--- src/rtl/id_issue_queue_if.sv ---
// PC_set packet definition and the ID -> issue handshake bundle shared by the
// issue queue and whatever drives it.
package id_issue_queue_pkg;
   typedef struct packed {
      logic        o_valid;
      logic [31:0] PC;
      logic [31:0] PC_pre;
      logic [31:0] imm;
      logic [13:0] csr_raddr;
      logic [5:0]  ecode;
   } pc_set_t;
endpackage

interface id_issue_queue_if #(
   parameter int DEPTH = 8
);
   import id_issue_queue_pkg::*;

   logic                     flush;
   logic [1:0]               i_valid;
   pc_set_t [1:0]            i_pkt;
   logic                     o_ready;
   logic [1:0]               o_valid;
   pc_set_t [1:0]            o_pkt;
   logic [1:0]               i_pop;
   logic [$clog2(DEPTH):0]   o_count;

   // master: decode/issue side driving the queue; slave: the queue itself
   modport master (
      output flush, i_valid, i_pkt, i_pop,
      input  o_ready, o_valid, o_pkt, o_count
   );

   modport slave (
      input  flush, i_valid, i_pkt, i_pop,
      output o_ready, o_valid, o_pkt, o_count
   );
endinterface

--- src/rtl/id_issue_queue.sv ---
// In-order dual-slot issue queue: compacts up to two decoded packets per cycle
// into a circular buffer and presents the two oldest to the issue stage.
module id_issue_queue
   import id_issue_queue_pkg::*;
#(
   parameter int DEPTH = 8
) (
   input  logic              clk,
   input  logic              rst,
   id_issue_queue_if.slave   q
);
   localparam int PW = $clog2(DEPTH);
   localparam int CW = PW + 1;

   logic [PW-1:0] r_rp;
   logic [PW-1:0] r_wp;
   logic [CW-1:0] r_cnt;
   pc_set_t       r_mem [DEPTH];

   logic          w_ready;
   logic          w_push_en;
   logic          w_wr_both;
   logic          w_wr_one;
   pc_set_t       w_wr_sel;
   logic [PW-1:0] w_wp_inc;
   logic [CW-1:0] w_push_num;
   logic [CW-1:0] w_pop_req;
   logic [CW-1:0] w_pop_num;
   logic [1:0]    w_live;
   pc_set_t       w_rd_pkt [2];

   // Space is judged on the pre-pop count so a same-cycle pop never grants room.
   assign w_ready   = (CW'(DEPTH) - r_cnt) >= CW'(2);
   assign w_push_en = w_ready & ~q.flush;
   assign w_wr_both = w_push_en & (&q.i_valid);
   assign w_wr_one  = w_push_en & (^q.i_valid);
   assign w_wr_sel  = q.i_valid[0] ? q.i_pkt[0] : q.i_pkt[1];
   assign w_wp_inc  = r_wp + PW'(1);

   assign w_push_num = w_wr_both ? CW'(2) : (w_wr_one ? CW'(1) : CW'(0));
   assign w_pop_req  = q.i_pop[1] ? CW'(2) : CW'(q.i_pop[0]);
   assign w_pop_num  = (w_pop_req > r_cnt) ? r_cnt : w_pop_req;

   // Entry storage carries no reset; only pointers define what is live.
   always_ff @(posedge clk) begin
      if (w_wr_both) begin
         r_mem[r_wp]     <= q.i_pkt[0];
         r_mem[w_wp_inc] <= q.i_pkt[1];
      end else if (w_wr_one) begin
         r_mem[r_wp] <= w_wr_sel;
      end
   end

   always_ff @(posedge clk or posedge rst) begin
      if (rst) begin
         r_rp  <= '0;
         r_wp  <= '0;
         r_cnt <= '0;
      end else if (q.flush) begin
         r_rp  <= '0;
         r_wp  <= '0;
         r_cnt <= '0;
      end else begin
         r_rp  <= r_rp + w_pop_num[PW-1:0];
         r_wp  <= r_wp + w_push_num[PW-1:0];
         r_cnt <= r_cnt + w_push_num - w_pop_num;
      end
   end

   generate
      for (genvar gi = 0; gi < 2; gi++) begin : g_rd
         logic [PW-1:0] w_rd_idx;
         pc_set_t       w_slot;

         assign w_rd_idx   = r_rp + PW'(gi);
         assign w_live[gi] = r_cnt > CW'(gi);

         always_comb begin
            w_slot = r_mem[w_rd_idx];
            if (!w_live[gi]) begin
               w_slot.o_valid = 1'b0;
            end
         end

         assign w_rd_pkt[gi] = w_slot;
      end
   endgenerate

   assign q.o_ready = w_ready;
   assign q.o_valid = w_live;
   assign q.o_pkt   = {w_rd_pkt[1], w_rd_pkt[0]};
   assign q.o_count = r_cnt;

endmodule

--- src/flat_wrapper.sv ---
// flat-port wrapper written by rule: the top's interface ports become plain ports
module id_issue_queue_flat import id_issue_queue_pkg::*;
#(
   parameter int DEPTH = 8
)
  (clk, rst, q_flush, q_i_valid, q_i_pkt, q_i_pop, q_o_ready, q_o_valid, q_o_pkt, q_o_count);
  id_issue_queue_if #(.DEPTH(DEPTH)) q_i ();
  input  logic clk;
  input  logic rst;
  input wire logic [$bits(q_i.flush)-1:0] q_flush;
  input wire logic [$bits(q_i.i_valid)-1:0] q_i_valid;
  input wire logic [$bits(q_i.i_pkt)-1:0] q_i_pkt;
  input wire logic [$bits(q_i.i_pop)-1:0] q_i_pop;
  output wire logic [$bits(q_i.o_ready)-1:0] q_o_ready;
  output wire logic [$bits(q_i.o_valid)-1:0] q_o_valid;
  output wire logic [$bits(q_i.o_pkt)-1:0] q_o_pkt;
  output wire logic [$bits(q_i.o_count)-1:0] q_o_count;
  assign q_i.flush = q_flush;
  assign q_i.i_valid = q_i_valid;
  assign q_i.i_pkt = q_i_pkt;
  assign q_i.i_pop = q_i_pop;
  assign q_o_ready = q_i.o_ready;
  assign q_o_valid = q_i.o_valid;
  assign q_o_pkt = q_i.o_pkt;
  assign q_o_count = q_i.o_count;
  id_issue_queue #(.DEPTH(DEPTH)) u_core (.clk(clk), .rst(rst), .q(q_i));
endmodule
--- config.mk ---
export PLATFORM = sky130hd
export DESIGN_NAME = id_issue_queue_flat
export DESIGN_NICKNAME = d
export VERILOG_FILES = /design/src/rtl/id_issue_queue_if.sv /design/src/rtl/id_issue_queue.sv /design/src/flat_wrapper.sv
export SDC_FILE = /design/constraint.sdc
export NUM_CORES = 2
export LEC_CHECK = 0
export ABC_AREA = 1
export CORE_MARGIN = 10
export CORE_UTILIZATION = 40
export DETAILED_ROUTE_END_ITERATION = 10
export HOLD_SLACK_MARGIN = 0.12
export PLACE_DENSITY = 0.54
export SYNTH_ARGS = -nofsm -noshare
export SYNTH_HDL_FRONTEND = slang
export SYNTH_SLANG_ARGS = --single-unit
--- constraint.sdc ---
create_clock -name clk -period 7 [get_ports clk]
set_input_delay 0.7 -clock clk [delete_from_list [all_inputs] [get_ports clk]]
set_output_delay 0.7 -clock clk [all_outputs]
set_load 0.005 [all_outputs]
==> impl_metrics.py <==
metrics = {
    "synth": {
        "synthAdderAreaFrac": 0.00469,
        "synth_seq_cells": 946,
        "synth_top_family_by_area": "simple AND/OR/NAND/NOR gates",
        "synth_compound_area_frac": 0.168,
        "synthXorXnorAreaFrac": 0.000440,
        "yosysUniqueCellTypes": 32,
        "synth_area_leaders": "edfxtp_1 47%, nand2_1 22%, o21ai_0 7.9%",
        "yosysSeqAreaShare": 0.474,
        "avgSynthCellArea_um2": 7.37,
        "synthMuxAreaShare": 0.0220,
        "synthesis.nets": 8376,
        "yosysWarnings": 0,
        "syn_inst": 8115,
        "synth_simple_gate_area_frac": 0.256,
        "syn_area_um2": 59800,
        "synth_top_cell_area_share": 0.470,
        "yosysTopAreaCell": "edfxtp_1",
    },
    "sta": {
        "hold_violations": 0,
        "tightest_slew_ns": 1.20,
        "period_minus_slack_ns": 5.48,
        "maxSlewHeadroom": 0.203,
        "final-setup-viol-count": 0,
        "post-route-worst-setup-slack_ns": 1.52,
        "drv_slew": 0,
        "fmax_ghz": 0.182,
        "fin_worst_skew_ns": 0.0130,
        "timing.setup.tns_ns": 0,
        "rsz0062_at_grt": "no",
        "timing.final.crit_share": 0.783,
    },
    "worst_setup_path": {
        "critical_path_required_ns": 6.30,
        "cp_top_family": "buffers and inverters",
        "path_class": "flip-flop to output pin",
        "timing.rr.end": "u_core.r_mem[2][10]",
        "cp_num_buf_inv": 3,
        "path_cells": "buf_4 > buf_4 > nor2_1 > nor2_1 > o21ai_0 > nand2_1 > nor2_1 > a31oi_1 > clkdlybuf4s50_1",
        "worst_setup_path_start_kind": "flip-flop",
        "regToRegSetupSlack_ns": 2.66,
        "end_kind": "output pin",
        "r2r-start": "u_core.q.o_count[0]",
        "arrival_ns": 4.78,
        "critPathMostFrequentCell": "nor2_1",
        "crit_slowest_cell": "buf_4",
        "ff2ff_path_depth": 13,
        "max_stage_delay_ns": 0.92,
        "cp_max_fo": 118,
    },
    "cells_and_area": {
        "utilization": 0.464,
        "area_delta_synth_final_pct": 14.9,
        "fillerInstances": 14400,
        "final_nets": 8340,
        "drive_above_1_share": 0.0524,
        "multi_input_area_um2": 27100,
        "seqCellArea_um2": 28400,
        "layout_common_cells": "3501 x nand2_1, 943 x o21ai_0, 936 x edfxtp_1",
        "instances_no_fill": 10100,
        "final_common_cell": "nand2_1",
    },
    "clock_network": {
        "cts_inserted_buffers": 114,
        "clk_latency_ns": 0.74,
        "cts_setup_buffers": 0,
        "ctsLongestPathBuffers": 3,
        "cts.sinks": 946,
        "ctsHoldBuffers": 0,
        "cts_tree": "built",
        "cts_resized": 0,
        "cts.clk_slew.worst_paths_ns": 0.06,
        "cts_root_buffer": "clkbuf_16",
        "htreeDepth": 3,
    },
    "power": {
        "p_leak_nw": 28.4,
        "peakVddDrop_v": 0.000753,
        "powerDensity_nw_per_um2": 409,
    },
    "grt": {
        "grt_pass1_vias": 54200,
        "overflow": 0,
        "antenna_found_initial": 16,
        "grt_max_degree": 235,
        "grt_pass1_wl_um": 363000,
        "grt.total_usage": 0.292,
    },
    "floorplan": {
        "die-height_um": 407,
        "fp.dieArea_um2": 165000,
        "pin_count": 482,
        "fp.dieW_um": 407,
        "initial_utilization": 0.403,
        "rows": 141,
        "fp.coreArea_um2": 148000,
    },
    "detailed_routing": {
        "detail_route.wirelength_um": 253000,
        "drt_pass1_iterations": 6,
        "ant_nets": 0,
        "vias": 57800,
        "wire_per_inst_um": 25.0,
        "drc": 0,
        "first_iter_violations": 6431,
        "via_per_inst": 5.72,
    },
    "min_path": {
        "worstHoldPathType": "input port to async pin",
    },
    "place": {
        "hpwl_um": 134000,
        "preCtsSetupSlack_ns": 2.38,
        "dp_cells": 9893,
        "gp_congestion": 0.809,
        "io_buffers": 481,
    },
    "run": {
        "max-cap-violations": 0,
    },
    "outcome": {
        "status": "finished, final reports clean",
    },
}
==> cell families (layout without fill, tap and decap cells) <==
logic type | after synthesis | after routing
multiplexers | 117 | 117
AO/OA/AOI/OAI | 1886 | 1886
AND/OR/NAND/NOR | 4042 | 4042
XOR/XNOR | 3 | 3
buffers and inverters | 1101 | 1161
other | 0 | 7
adder cells (fa/ha/maj) | 20 | 20
flip-flops | 946 | 946
==> synthesized netlist by cell type <==
master,number
dfrtp_1,10
nor2_4,1
ha_1,16
fa_1,4
edfxtp_1,936
nand3_1,1
mux2_2,117
buf_4,33
o211ai_1,117
xnor2_1,2
xor2_1,1
nand3_2,2
nand4_1,8
a31oi_1,233
inv_2,12
or2_2,2
buf_2,121
inv_1,374
o21bai_1,1
a21o_1,1
o21ai_0,943
buf_6,8
nand4_2,1
buf_1,137
clkbuf_1,416
nor2_2,2
nor2_1,486
nand2_1,3517
a21oi_1,590
nand2_2,21
nand3_4,1
a22oi_1,1
==> how the worst max path moves through the flow <==
stage | startpoint | cells after the start | to | slack [ns]
after CTS | u_core.r_rp[0] | 9 | q_o_pkt[203] | 1.59
after detailed placement | u_core.r_rp[0] | 9 | q_o_pkt[203] | 2.38
final | u_core.r_rp[0] | 9 | q_o_pkt[203] | 1.52
after global routing | u_core.r_rp[0] | 9 | q_o_pkt[219] | 1.26
after global placement | u_core.r_rp[0] | 7 | q_o_pkt[86] | 2.43
after floorplan | u_core.q.o_count[1] | 13 | u_core.r_mem[1][0] | 2.12
==> area by class of cell <==
cell class,count,share of cell area
tap,1930,0.0351
antenna,7,0.000255
timing repair buffer,563,0.0831
inverter,386,0.0221
multi-input combinational,6068,0.394
clock inverter,68,0.00743
clock buffer,144,0.0447
sequential,946,0.413
==> through the flow <==
stage | area (um^2) | hold WS [ns] | power, mW
after floorplan | 59800 | 0.540 | 15.1
final | 68700 | 0.264 | 28.1
after CTS | 68700 | 0.243 | 28.1
after detailed placement | 65100 | 0.707 | 22.2
after global routing | 68700 | 0.284 | 29.7
after global placement | 65100 | 0.706 | 22.1
==> registers in the layout (all words and copies together) (netlist names) <==
register,cells
u_core.r_mem,936
u_core.q.o_count,4
u_core.r_wp,3
u_core.r_rp,3
==> where the power goes <==
| group | internal [mW] | total [mW] | switching (mW) |
|---|---|---|---|
| sequential | 7.10 | 7.34 | 0.239 |
| combinational | 5.43 | 14.9 | 9.48 |
| clock | 3.33 | 5.86 | 2.53 |
==> routing by layer <==
| metal | share of wire | track usage | wire (um) | up-vias |
|---|---|---|---|---|
| li1 | - | - | - | 26700 |
| met1 | 0.40 | 0.384 | 102000 | 27500 |
| met2 | 0.46 | 0.476 | 117000 | 2971 |
| met3 | 0.097 | 0.0532 | 24600 | 576 |
| met4 | 0.039 | 0.113 | 9790 | 18 |
| met5 | 0.00045 | 0 | 114 | - |
==> worst register-to-register path, stage by stage, from the launching register on <==
cell and delay, ns:
dfrtp_1 0.46, inv_1 0.13, ha_1 0.31, nor2_1 0.10, nand2_1 0.05, nor2_1 0.10, nand3_2 0.19, nand3_4 0.16
nor2_2 0.11, nand2_4 0.55, buf_4 1.02, buf_4 0.77, nand2_1 0.18, nand2_1 0.08
(Power assumes the default switching activity.)
